**src/rtl/add_seq_pkg.sv**
```systemverilog
// add_seq_pkg: shared types and helpers for the wide-add sequencer.
// Slice width, FSM state encoding and index-width helper.
package add_seq_pkg;

   localparam int SLICE_W = 16;

   typedef enum logic [1:0] {
      IDLE,
      RUN,
      DONE
   } state_e;

   function automatic int idx_width(input int words);
      return (words > 1) ? $clog2(words) : 1;
   endfunction

endpackage

```
**src/rtl/add_seq_ctrl.sv**
```systemverilog
// add_seq_ctrl: runs WORDS x 16-bit adds through one external adder.
// Optional subtract mode (op_sub port) when ADD_SEQ_SUB_EN is defined.
module add_seq_ctrl
   import add_seq_pkg::*;
#(
   parameter int WORDS = 4
) (
   input  logic                   clk,
   input  logic                   rst,
   input  logic                   in_valid,
   output logic                   in_ready,
   input  logic [16*WORDS-1:0]    op_a,
   input  logic [16*WORDS-1:0]    op_b,
   input  logic                   op_cin,
`ifdef ADD_SEQ_SUB_EN
   input  logic                   op_sub,
`endif
   output logic                   out_valid,
   input  logic                   out_ready,
   output logic [16*WORDS-1:0]    result,
   output logic                   result_cout,
   output logic                   result_ovf,
   output logic                   busy,
   output logic [15:0]            add_ina,
   output logic [15:0]            add_inb,
   output logic                   add_cin,
   input  logic [15:0]            add_sum,
   input  logic                   add_cout
);

   localparam int W  = SLICE_W * WORDS;
   localparam int IW = idx_width(WORDS);
   localparam logic [IW-1:0] LAST = IW'(WORDS - 1);

   state_e          state_q, state_d;
   logic [W-1:0]    a_q, a_d;
   logic [W-1:0]    b_q, b_d;
   logic [W-1:0]    res_q, res_d;
   logic            carry_q, carry_d;
   logic            cout_q, cout_d;
   logic            ovf_q, ovf_d;
   logic [IW-1:0]   idx_q, idx_d;

   logic                start_sub;
   logic [SLICE_W-1:0]  a_sl;
   logic [SLICE_W-1:0]  b_sl;

`ifdef ADD_SEQ_SUB_EN
   assign start_sub = op_sub;
`else
   assign start_sub = 1'b0;
`endif

   // B is stored pre-inverted for subtract, so overflow and slices need no mode bit
   assign a_sl = a_q[int'(idx_q)*SLICE_W +: SLICE_W];
   assign b_sl = b_q[int'(idx_q)*SLICE_W +: SLICE_W];

   // State and datapath registers with synchronous reset
   always_ff @(posedge clk) begin
      if (rst) begin
         state_q <= IDLE;
         a_q     <= '0;
         b_q     <= '0;
         res_q   <= '0;
         carry_q <= 1'b0;
         cout_q  <= 1'b0;
         ovf_q   <= 1'b0;
         idx_q   <= '0;
      end else begin
         state_q <= state_d;
         a_q     <= a_d;
         b_q     <= b_d;
         res_q   <= res_d;
         carry_q <= carry_d;
         cout_q  <= cout_d;
         ovf_q   <= ovf_d;
         idx_q   <= idx_d;
      end
   end

   // Next-state and slice capture logic
   always_comb begin
      state_d = state_q;
      a_d     = a_q;
      b_d     = b_q;
      res_d   = res_q;
      carry_d = carry_q;
      cout_d  = cout_q;
      ovf_d   = ovf_q;
      idx_d   = idx_q;
      unique case (state_q)
         IDLE: begin
            if (in_valid) begin
               a_d     = op_a;
               b_d     = start_sub ? ~op_b : op_b;
               carry_d = start_sub ? 1'b1 : op_cin;
               idx_d   = '0;
               state_d = RUN;
            end
         end
         RUN: begin
            res_d[int'(idx_q)*SLICE_W +: SLICE_W] = add_sum;
            carry_d = add_cout;
            idx_d   = idx_q + 1'b1;
            if (idx_q == LAST) begin
               idx_d   = '0;
               cout_d  = add_cout;
               ovf_d   = (a_q[W-1] == b_q[W-1]) &&
                         (add_sum[SLICE_W-1] != a_q[W-1]);
               state_d = DONE;
            end
         end
         DONE: begin
            if (out_ready) state_d = IDLE;
         end
         default: state_d = IDLE;
      endcase
   end

   // Handshake and adder drive outputs decoded from state
   always_comb begin
      in_ready  = 1'b0;
      out_valid = 1'b0;
      busy      = 1'b0;
      add_ina   = '0;
      add_inb   = '0;
      add_cin   = 1'b0;
      unique case (state_q)
         IDLE: in_ready = 1'b1;
         RUN: begin
            busy    = 1'b1;
            add_ina = a_sl;
            add_inb = b_sl;
            add_cin = carry_q;
         end
         DONE: begin
            busy      = 1'b1;
            out_valid = 1'b1;
         end
         default: ;
      endcase
   end

   assign result      = res_q;
   assign result_cout = cout_q;
   assign result_ovf  = ovf_q;

endmodule

```
**config.mk**
```make
export PLATFORM = sky130hd
export DESIGN_NAME = add_seq_ctrl
export DESIGN_NICKNAME = d
export VERILOG_FILES = /design/src/rtl/add_seq_pkg.sv /design/src/rtl/add_seq_ctrl.sv
export SDC_FILE = /design/constraint.sdc
export NUM_CORES = 1
export LEC_CHECK = 0
export ABC_AREA = 0
export CORE_MARGIN = 1.5
export CORE_UTILIZATION = 47
export DETAILED_ROUTE_END_ITERATION = 10
export GPL_ROUTABILITY_DRIVEN = 1
export PLACE_DENSITY = 0.8
export SLEW_MARGIN = 40
export SYNTH_ARGS = -nofsm -noshare
export SYNTH_HDL_FRONTEND = slang
export SYNTH_SLANG_ARGS = --single-unit
```
**constraint.sdc**
```tcl
create_clock -name clk -period 3.2 [get_ports clk]
set_clock_uncertainty 0.1 [all_clocks]
set_input_delay 0.64 -clock clk [delete_from_list [all_inputs] [get_ports clk]]
set_output_delay 0.64 -clock clk [all_outputs]
set_load 0.02 [all_outputs]
```
After elaboration in Yosys (flattened, before gate mapping)
Index checks and enable logic that the tools add are counted.
{ "totals": {"register_bits": 199, "latch_bits": 0, "ram_bits": 0, "romBits": 0, "inputBits": 150, "output_inout_bits": 102, "wordCells": 46, "mem_count": 0} }
{ "op_classes": {"add_sub_neg": 2, "n_mul": 0, "n_div": 0, "magnitude_cmp": 0, "n_eq_ne": 8, "shifts": 4, "muxes": 16, "bitwise_logic": 0, "n_reduce_logical": 8} }
{ "ops": {"columns": ["op", "count"], "rows": [
  ["$shiftx A64 B7 Y16", 2],
  ["$bwmux W64", 1],
  ["$shift A16 B33 Y64 const A", 1],
  ["$shiftx A16 B33 Y64", 1],
  ["$neg A6 Y33", 1],
  ["$mux W16", 2],
  ["$mux W2", 5],
  ["$ne A2 B2 Y1 const B", 3],
  ["$pmux W2 S3", 1],
  ["$reduce_and A2 Y1", 3],
  ["$mux W1", 5],
  ["$eq A2 B2 Y1 const B", 2],
  ["$pmux W2 S2", 1],
  ["$reduce_and A3 Y1", 1],
  ["$add A2 B1 Y2 const B", 1],
  ["$eq A2 B1 Y1 const B", 1],
  ["$logic_not A2 Y1", 1],
  ["$pmux W1 S2", 1],
  ["$reduce_bool A2 Y1", 1],
  ["$reduce_or A2 Y1", 1],
  ["$eq A1 B1 Y1", 1],
  ["$logic_and A1 B1 Y1", 1],
  ["$ne A1 B1 Y1", 1]
]} }

Longest topological paths before layout
Gate-level depths: netlist of the first run.
{ "depth": {"depth_word": 3, "depth_mapped": 11} }

Worst setup path after synthesis of the first run
OpenSTA, ideal clock, no wires.
{ "synth_timing": {"kind": "reg-to-reg", "from": "register idx_q[1]", "to": "register res_q[22] (netlist: result[22])", "setup_time_ns": 0.128, "arrival_ns": 2.100, "required_ns": 2.972, "slack_ns": 0.873, "path_stages_with_launch": 12, "n_path_buf": 6, "synth_period_minus_slack_ns": 2.327, "cell_sequence": "dfxtp_1 -> buf_4 -> buf_4 -> buf_2 -> inv_1 -> ha_1 -> clkbuf_2 -> and3_1 -> clkbuf_1 -> buf_2 -> a32oi_1 -> nor2_1"} }
{ "synth_via": {"elab_chain_len": 3, "word_cells_on_any_way": 4} }
{ "synth_rtl": {"columns": ["item", "line_no", "text"], "rows": [
  ["start: declaration", "add_seq_ctrl.sv:42", "logic [IW-1:0] idx_q, idx_d;"],
  ["start signal: assignment", "add_seq_ctrl.sv:77", "idx_q <= idx_d;"],
  ["$neg A6 Y33 (*)", "add_seq_ctrl.sv:102", "res_d[int'(idx_q)*SLICE_W +: SLICE_W] = add_sum;"],
  ["$shiftx A16 B33 Y64 or $shift A16 B33 Y64 (tied branches)", "add_seq_ctrl.sv:102", null],
  ["$bwmux W64 (*)", "add_seq_ctrl.sv:102", null],
  ["end signal: assignment", "add_seq_ctrl.sv:73", "res_q <= res_d;"],
  ["end: declaration", "add_seq_ctrl.sv:38", "logic [W-1:0] res_q, res_d;"]
]} }
Mark *: on every way between the ends. The rest lies on a longest branch, timed or not.
A chain may end at the register's enable or synchronous reset.

Worst setup path after layout of the first run
{ "layout_timing": {"from": "register idx_q[0]", "to": "output add_inb[2]"} }
{ "layout_via": {"elab_chain_len": 2} }
{ "layout_rtl": {"columns": ["item", "line_no", "text"], "rows": [
  ["$shiftx A64 B7 Y16", "add_seq_ctrl.sv:56", "assign b_sl = b_q[int'(idx_q)*SLICE_W +: SLICE_W];"],
  ["$mux W16", "add_seq_ctrl.sv:128", "unique case (state_q)"],
  ["end: declaration", "add_seq_ctrl.sv:25", "output logic [15:0] add_inb,"]
]} }
No other way between the ends.

==> impl_metrics.json, run 1 <==
{
  "p_total_mw": 6.12,
  "cp_top_family": "buffers and inverters",
  "finalMaxSlewViolations": 0,
  "fillers": 1449,
  "seqCellArea_um2": 3990,
  "numCtsBuffers": 17,
  "root_buffer": "clkbuf_16",
  "synth.area.top_cells": "dfxtp_1 49%, nand2_1 14%, a21oi_1 10%",
  "multi_input_area_um2": 3840,
  "cts.clk_slew.worst_paths_ps": 70,
  "stdcell_count": 1399,
  "rows": 48,
  "ys_seq_area_share_pct": 48.6,
  "wire_per_inst_um": 16.8,
  "final_core_util_pct": 66.7,
  "ys_types": 32,
  "grt_setup_unrepaired": "no",
  "grt_max_degree": 81,
  "grt_first_pass_wirelength_um": 36300,
  "synth_flop_cell": "dfxtp_1",
  "chipWidth_um": 135,
  "fin_crit_sh_pct": 95.0,
  "die_area_um2": 18300,
  "maxSlewHeadroom_pct": 54.9,
  "grt_usage_pct": 25.5,
  "layout.nets": 1319,
  "ir_drop_v": 0.000392,
  "min_path_type": "flip-flop to flip-flop",
  "clock-sinks": 199,
  "startpoint_type": "flip-flop",
  "worst_hold_slack_ps": 350,
  "cts_tree": "done",
  "synth_top_area_cell": "dfxtp_1",
  "drive_gt1_share_pct": 8.01,
  "fin_tns_setup_ps": 0,
  "critPathBufInv": 2,
  "clk_path_buf_depth": 2,
  "critPathCaptureType": "output port",
  "gr-total-overflow": 0,
  "post-cts-setup-buffer-count": 0,
  "p_per_area_nw_per_um2": 534,
  "finalWeightedCongestion": 0.801,
  "synth_edf_count": 0,
  "worst_pin_slew_ps": 675,
  "layout_setup_ws_ps": 161,
  "final_antenna_net_count": 0,
  "postSynth.asyncResetShare_pct": 0,
  "synth_top_area_share_pct": 48.6,
  "die_y_um": 135,
  "coreArea_um2": 17200,
  "place_area_um2": 10900,
  "finalSetupViolCount": 0,
  "dp_worst_setup_slack_ps": 536,
  "insertion_delay_ps": 430,
  "area_delta_synth_final_pct": 39.6,
  "syn_area_um2": 8210,
  "hold_violations": 0,
  "placed_cells": 1366,
  "antenna_found_initial": 1,
  "ys_warn_count": 0,
  "cts_max_level": 4,
  "drc": 0,
  "drt_iter0_markers": 561,
  "crit_arrival_ps": 2300,
  "path_class": "flip-flop to output port",
  "drt_wl_total_um": 23500,
  "fin_crit_ps": 3040,
  "port_buffers": 251,
  "max_stage_delay_ps": 530,
  "crit_fanout": 16,
  "start_util_pct": 47.8,
  "viasPerCell": 5.36,
  "synth_area_per_cell_um2": 8.62,
  "crit_path_top_delay_cell": "mux4_2",
  "syn_nets": 1111,
  "firstDrtPassIters": 6,
  "ys_ff_latch": 199,
  "status": "complete, no violations",
  "synthMostInstantiatedCell": "nand2_1",
  "crit_chain": "buf_4 -> mux4_2 -> and2_1 -> clkdlybuf4s50_1",
  "final_area_um2": 11500,
  "grt_pass1_vias": 6974,
  "required_ps": 2460,
  "cap_viol_max_count": 0,
  "power_leakage_nw": 4.06,
  "ioPinCount": 252,
  "synth_cells": 952,
  "fmax_mhz": 329,
  "vias": 7497,
  "synthTopCellsByCount": "296 x nand2_1, 199 x dfxtp_1, 166 x a21oi_1, 44 x clkbuf_1, 38 x nor2_1",
  "dpl.hpwl_um": 16000
}
## registers in the layout, indices dropped and copies added (netlist names)
name	cells
idx_q	2
state_q	2
result_ovf	1
result_cout	1
b_q	64
result	64
a_q	64
carry_q	1
## per-layer routing
layer  wire length [µm]  vias to the layer above  GRT usage (%)
li1                   -                     3658              -
met1               9960                     3532           33.2
met2              11300                      272           41.0
met3               1760                       35           6.55
met4                550                        0           9.44
met5                  0                        -              0
## what timing repair did
action,4_1_cts,5_1_grt
hold buffers,0,0
gates resized for setup,0,1
endpoints found under the setup margin,0,1
## logic make-up (layout without fill, tap and decap cells)
group                      count (synthesis)  after routing  synth area share, %
buffers and inverters                     88            309                 4.82
muxes                                     32             32                 8.78
adders and majority gates                  9              9                 1.37
other                                      0              1                    0
and+or+nand+nor                          420            420                 22.4
AOI/OAI and AO/OA                        204            204                 14.1
DFF                                      199            199                 48.6
## final timing paths
check | startpoint | to | slack [ps] | depth (start not counted)
worst max-delay path | idx_q[0]$_SDFFE_PP0P_ | add_inb[2] | 160 | 4
worst min-delay path | result[54]$_SDFFE_PP0P_ | result[54]$_SDFFE_PP0P_ | 350 | 2
worst max register to register | idx_q[1]$_SDFFE_PP0P_ | result[44]$_SDFFE_PP0P_ | 840 | 7
worst min register to register | result[54]$_SDFFE_PP0P_ | result[54]$_SDFFE_PP0P_ | 350 | 2
## final cells by class
class	count	area share, %
Clock buffer	20	4.07
Timing Repair Buffer	272	24.0
Multi-Input combinational cell	665	33.5
Sequential cell	199	34.8
Tap cell	225	2.46
Inverter	5	0.164
Antenna cell	1	0.0218
Clock inverter	12	0.983
## where the power goes
group	switching, mW	total [mW]	internal [mW]	leakage [nW]
clock	0.963	2.11	1.15	0.284
combinational	0.671	1.25	0.582	2.15
sequential	0.0976	2.76	2.66	1.63
total	1.73	6.12	4.39	4.06
## cell usage in the layout, fill, tap and decap left out, drive strengths merged
master | synthesis | routed
a221oi | 1 | 1
o221a | 1 | 1
nor3b | 2 | 2
nand2 | 296 | 296
nor2 | 38 | 38
nand3 | 17 | 17
clkdlybuf4s50 | 0 | 250
nor3 | 3 | 3
mux4 | 32 | 32
clkbuf | 45 | 20
inv | 5 | 10
clkinv | 0 | 4
a21oi | 166 | 166
nand2b | 3 | 3
diode | 0 | 1
o21ai | 1 | 1
bufinv | 0 | 1
clkinvlp | 0 | 2
nand4b | 16 | 16
a31oi | 1 | 1
ha | 9 | 9
nor4b | 1 | 1
nand4 | 1 | 1
buf | 38 | 22
dfxtp | 199 | 199
nor2b | 5 | 5
a32oi | 33 | 33
and3 | 1 | 1
and3b | 1 | 1
o31ai | 1 | 1
and2 | 36 | 36
## worst register-to-register path, delay by kind of cell, from the launching register on
family | cells | cell delay (ps)
compound gates | 1 | 170
buf+inv | 3 | 600
flops | 1 | 510
fa+ha+maj | 1 | 340
simple gates | 2 | 560
Power figures use the tool's default switching activity.
==> inputs of run 2 (changes only) <==
--- a/config.mk
+++ b/config.mk
@@ -10,6 +10,7 @@
 export CORE_UTILIZATION = 47
 export DETAILED_ROUTE_END_ITERATION = 10
 export GPL_ROUTABILITY_DRIVEN = 1
+export MAX_ROUTING_LAYER = met4
 export PLACE_DENSITY = 0.8
 export SLEW_MARGIN = 40
 export SYNTH_ARGS = -nofsm -noshare
==> run 2 against run 1 <==
Total power about the same. Clock power hardly changed. Fmax decreased by 1.5%. Non-clock buffer count is the same. Largest cell class unchanged. Highest routed layer unchanged.
==> impl_metrics.json, run 2 (synthesis results as in run 1) <==
{
  "status": "complete, no violations",
  "coreArea_um2": 17200,
  "grt_max_degree": 81,
  "drt_iter0_markers": 565,
  "hp-start": "result[58]$_SDFFE_PP0P_",
  "drt_wl_total_um": 23500,
  "finalMaxSlewViolations": 0,
  "min_path_cells": 2,
  "finalWeightedCongestion": 0.817,
  "insertion_delay_ps": 430,
  "clock-sinks": 199,
  "r2r_slack_ps": 670,
  "cts_tree": "done",
  "numCtsBuffers": 17,
  "worst_r2r_path_depth": 7,
  "viasPerCell": 5.38,
  "dpl.hpwl_um": 16000,
  "grt_first_pass_wirelength_um": 36200,
  "crit_arrival_ps": 2350,
  "gr-total-overflow": 0,
  "die_area_um2": 18300,
  "worst_pin_slew_ps": 660,
  "root_buffer": "clkbuf_16",
  "cts_hold_buf": 0,
  "fin_tns_setup_ps": 0,
  "cts.clk_slew.worst_paths_ps": 70,
  "r2r_start": "idx_q[1]$_SDFFE_PP0P_",
  "fmax_mhz": 324,
  "cts_max_level": 4,
  "ioPinCount": 252,
  "p_per_area_nw_per_um2": 534,
  "placed_cells": 1366,
  "vias": 7525,
  "grt_setup_unrepaired": "no",
  "hold_end": "result[58]$_SDFFE_PP0P_",
  "drc": 0,
  "stdcell_count": 1399,
  "maxSlewHeadroom_pct": 55.9,
  "post-cts-setup-buffer-count": 0,
  "grt_usage_pct": 26.3,
  "p_total_mw": 6.12,
  "port_buffers": 251,
  "firstDrtPassIters": 5,
  "area_delta_synth_final_pct": 39.6,
  "cp-startpoint": "idx_q[1]$_SDFFE_PP0P_",
  "clk_path_buf_depth": 2,
  "cap_viol_max_count": 0,
  "layout.nets": 1319,
  "crit_fanout": 12,
  "startpoint_type": "flip-flop",
  "ir_drop_v": 0.000391,
  "wire_per_inst_um": 16.8,
  "finalSetupViolCount": 0,
  "min_path_type": "flip-flop to flip-flop",
  "final_common_cell": "nand2_1",
  "fin_crit_sh_pct": 96.4,
  "r2r_end": "result[44]$_SDFFE_PP0P_",
  "antenna_found_initial": 1,
  "mostFrequentLayoutCells": "295 x nand2_1, 250 x clkdlybuf4s50_1, 197 x dfxtp_1, 166 x a21oi_1, 38 x nor2_1",
  "fin_crit_ps": 3090,
  "path_class": "flip-flop to output port",
  "hold_violations": 0,
  "drive_gt1_share_pct": 8.01,
  "chipWidth_um": 135,
  "power_leakage_nw": 4.06,
  "start_util_pct": 47.8,
  "rows": 48,
  "die_y_um": 135,
  "required_ps": 2460,
  "critPathCaptureType": "output port",
  "final_antenna_net_count": 0,
  "ctsResizeCount": 0,
  "grt_pass1_vias": 6965
}
run 2: worst max-delay path by stage:
stage                               to  depth (start not counted)  slack [ps]
2_1_floorplan  result[22]$_SDFFE_PP0P_                         11         870
3_3_place_gp               add_ina[15]                          3         550
3_5_place_dp               add_ina[15]                          3         540
4_1_cts                    add_ina[15]                          3          70
5_1_grt                     add_inb[4]                          4           3
6_report                   add_ina[15]                          3         110
run 2: stage by stage:
step,util [%],worst slack [ps],hold slack [ps],area (µm²)
floorplan,-,873,333,8210
global placement,63.3,548,337,10900
detailed placement,63.3,536,344,10900
CTS,66.7,69.8,352,11500
global route,66.7,3.07,371,11500
finish,66.7,114,351,11500
run 2: report_power, final:
part / switching [mW] / internal (mW)
Clock: 0.961 / 1.15
Sequential: 0.0981 / 2.66
Combinational: 0.669 / 0.582
Total: 1.73 / 4.39
run 2: final cells by class:
class,count,area [µm²]
antenna,1,2.50
clock buffer,20,467
clock inverter,12,113
fill,1448,5720
inverter,5,18.8
multi-input combinational,665,3840
sequential,199,3990
tap,225,282
timing repair buffer,272,2750
run 2: critical path, cell delays in order (launching register included):
cell and delay, ps:
dfxtp_2 620, mux4_2 580, and2_1 180, clkdlybuf4s50_1 530
run 2: per-layer routing:
layer  vias to the layer above  global-route usage (%)  part of all wire, %
met2                       272                    41.1                   47
met3                        46                    5.27                  6.6
met4                         0                    10.2                  2.9
met1                      3552                    33.6                   43
li1                       3655                       -                    -
met5                         -                       -                    0
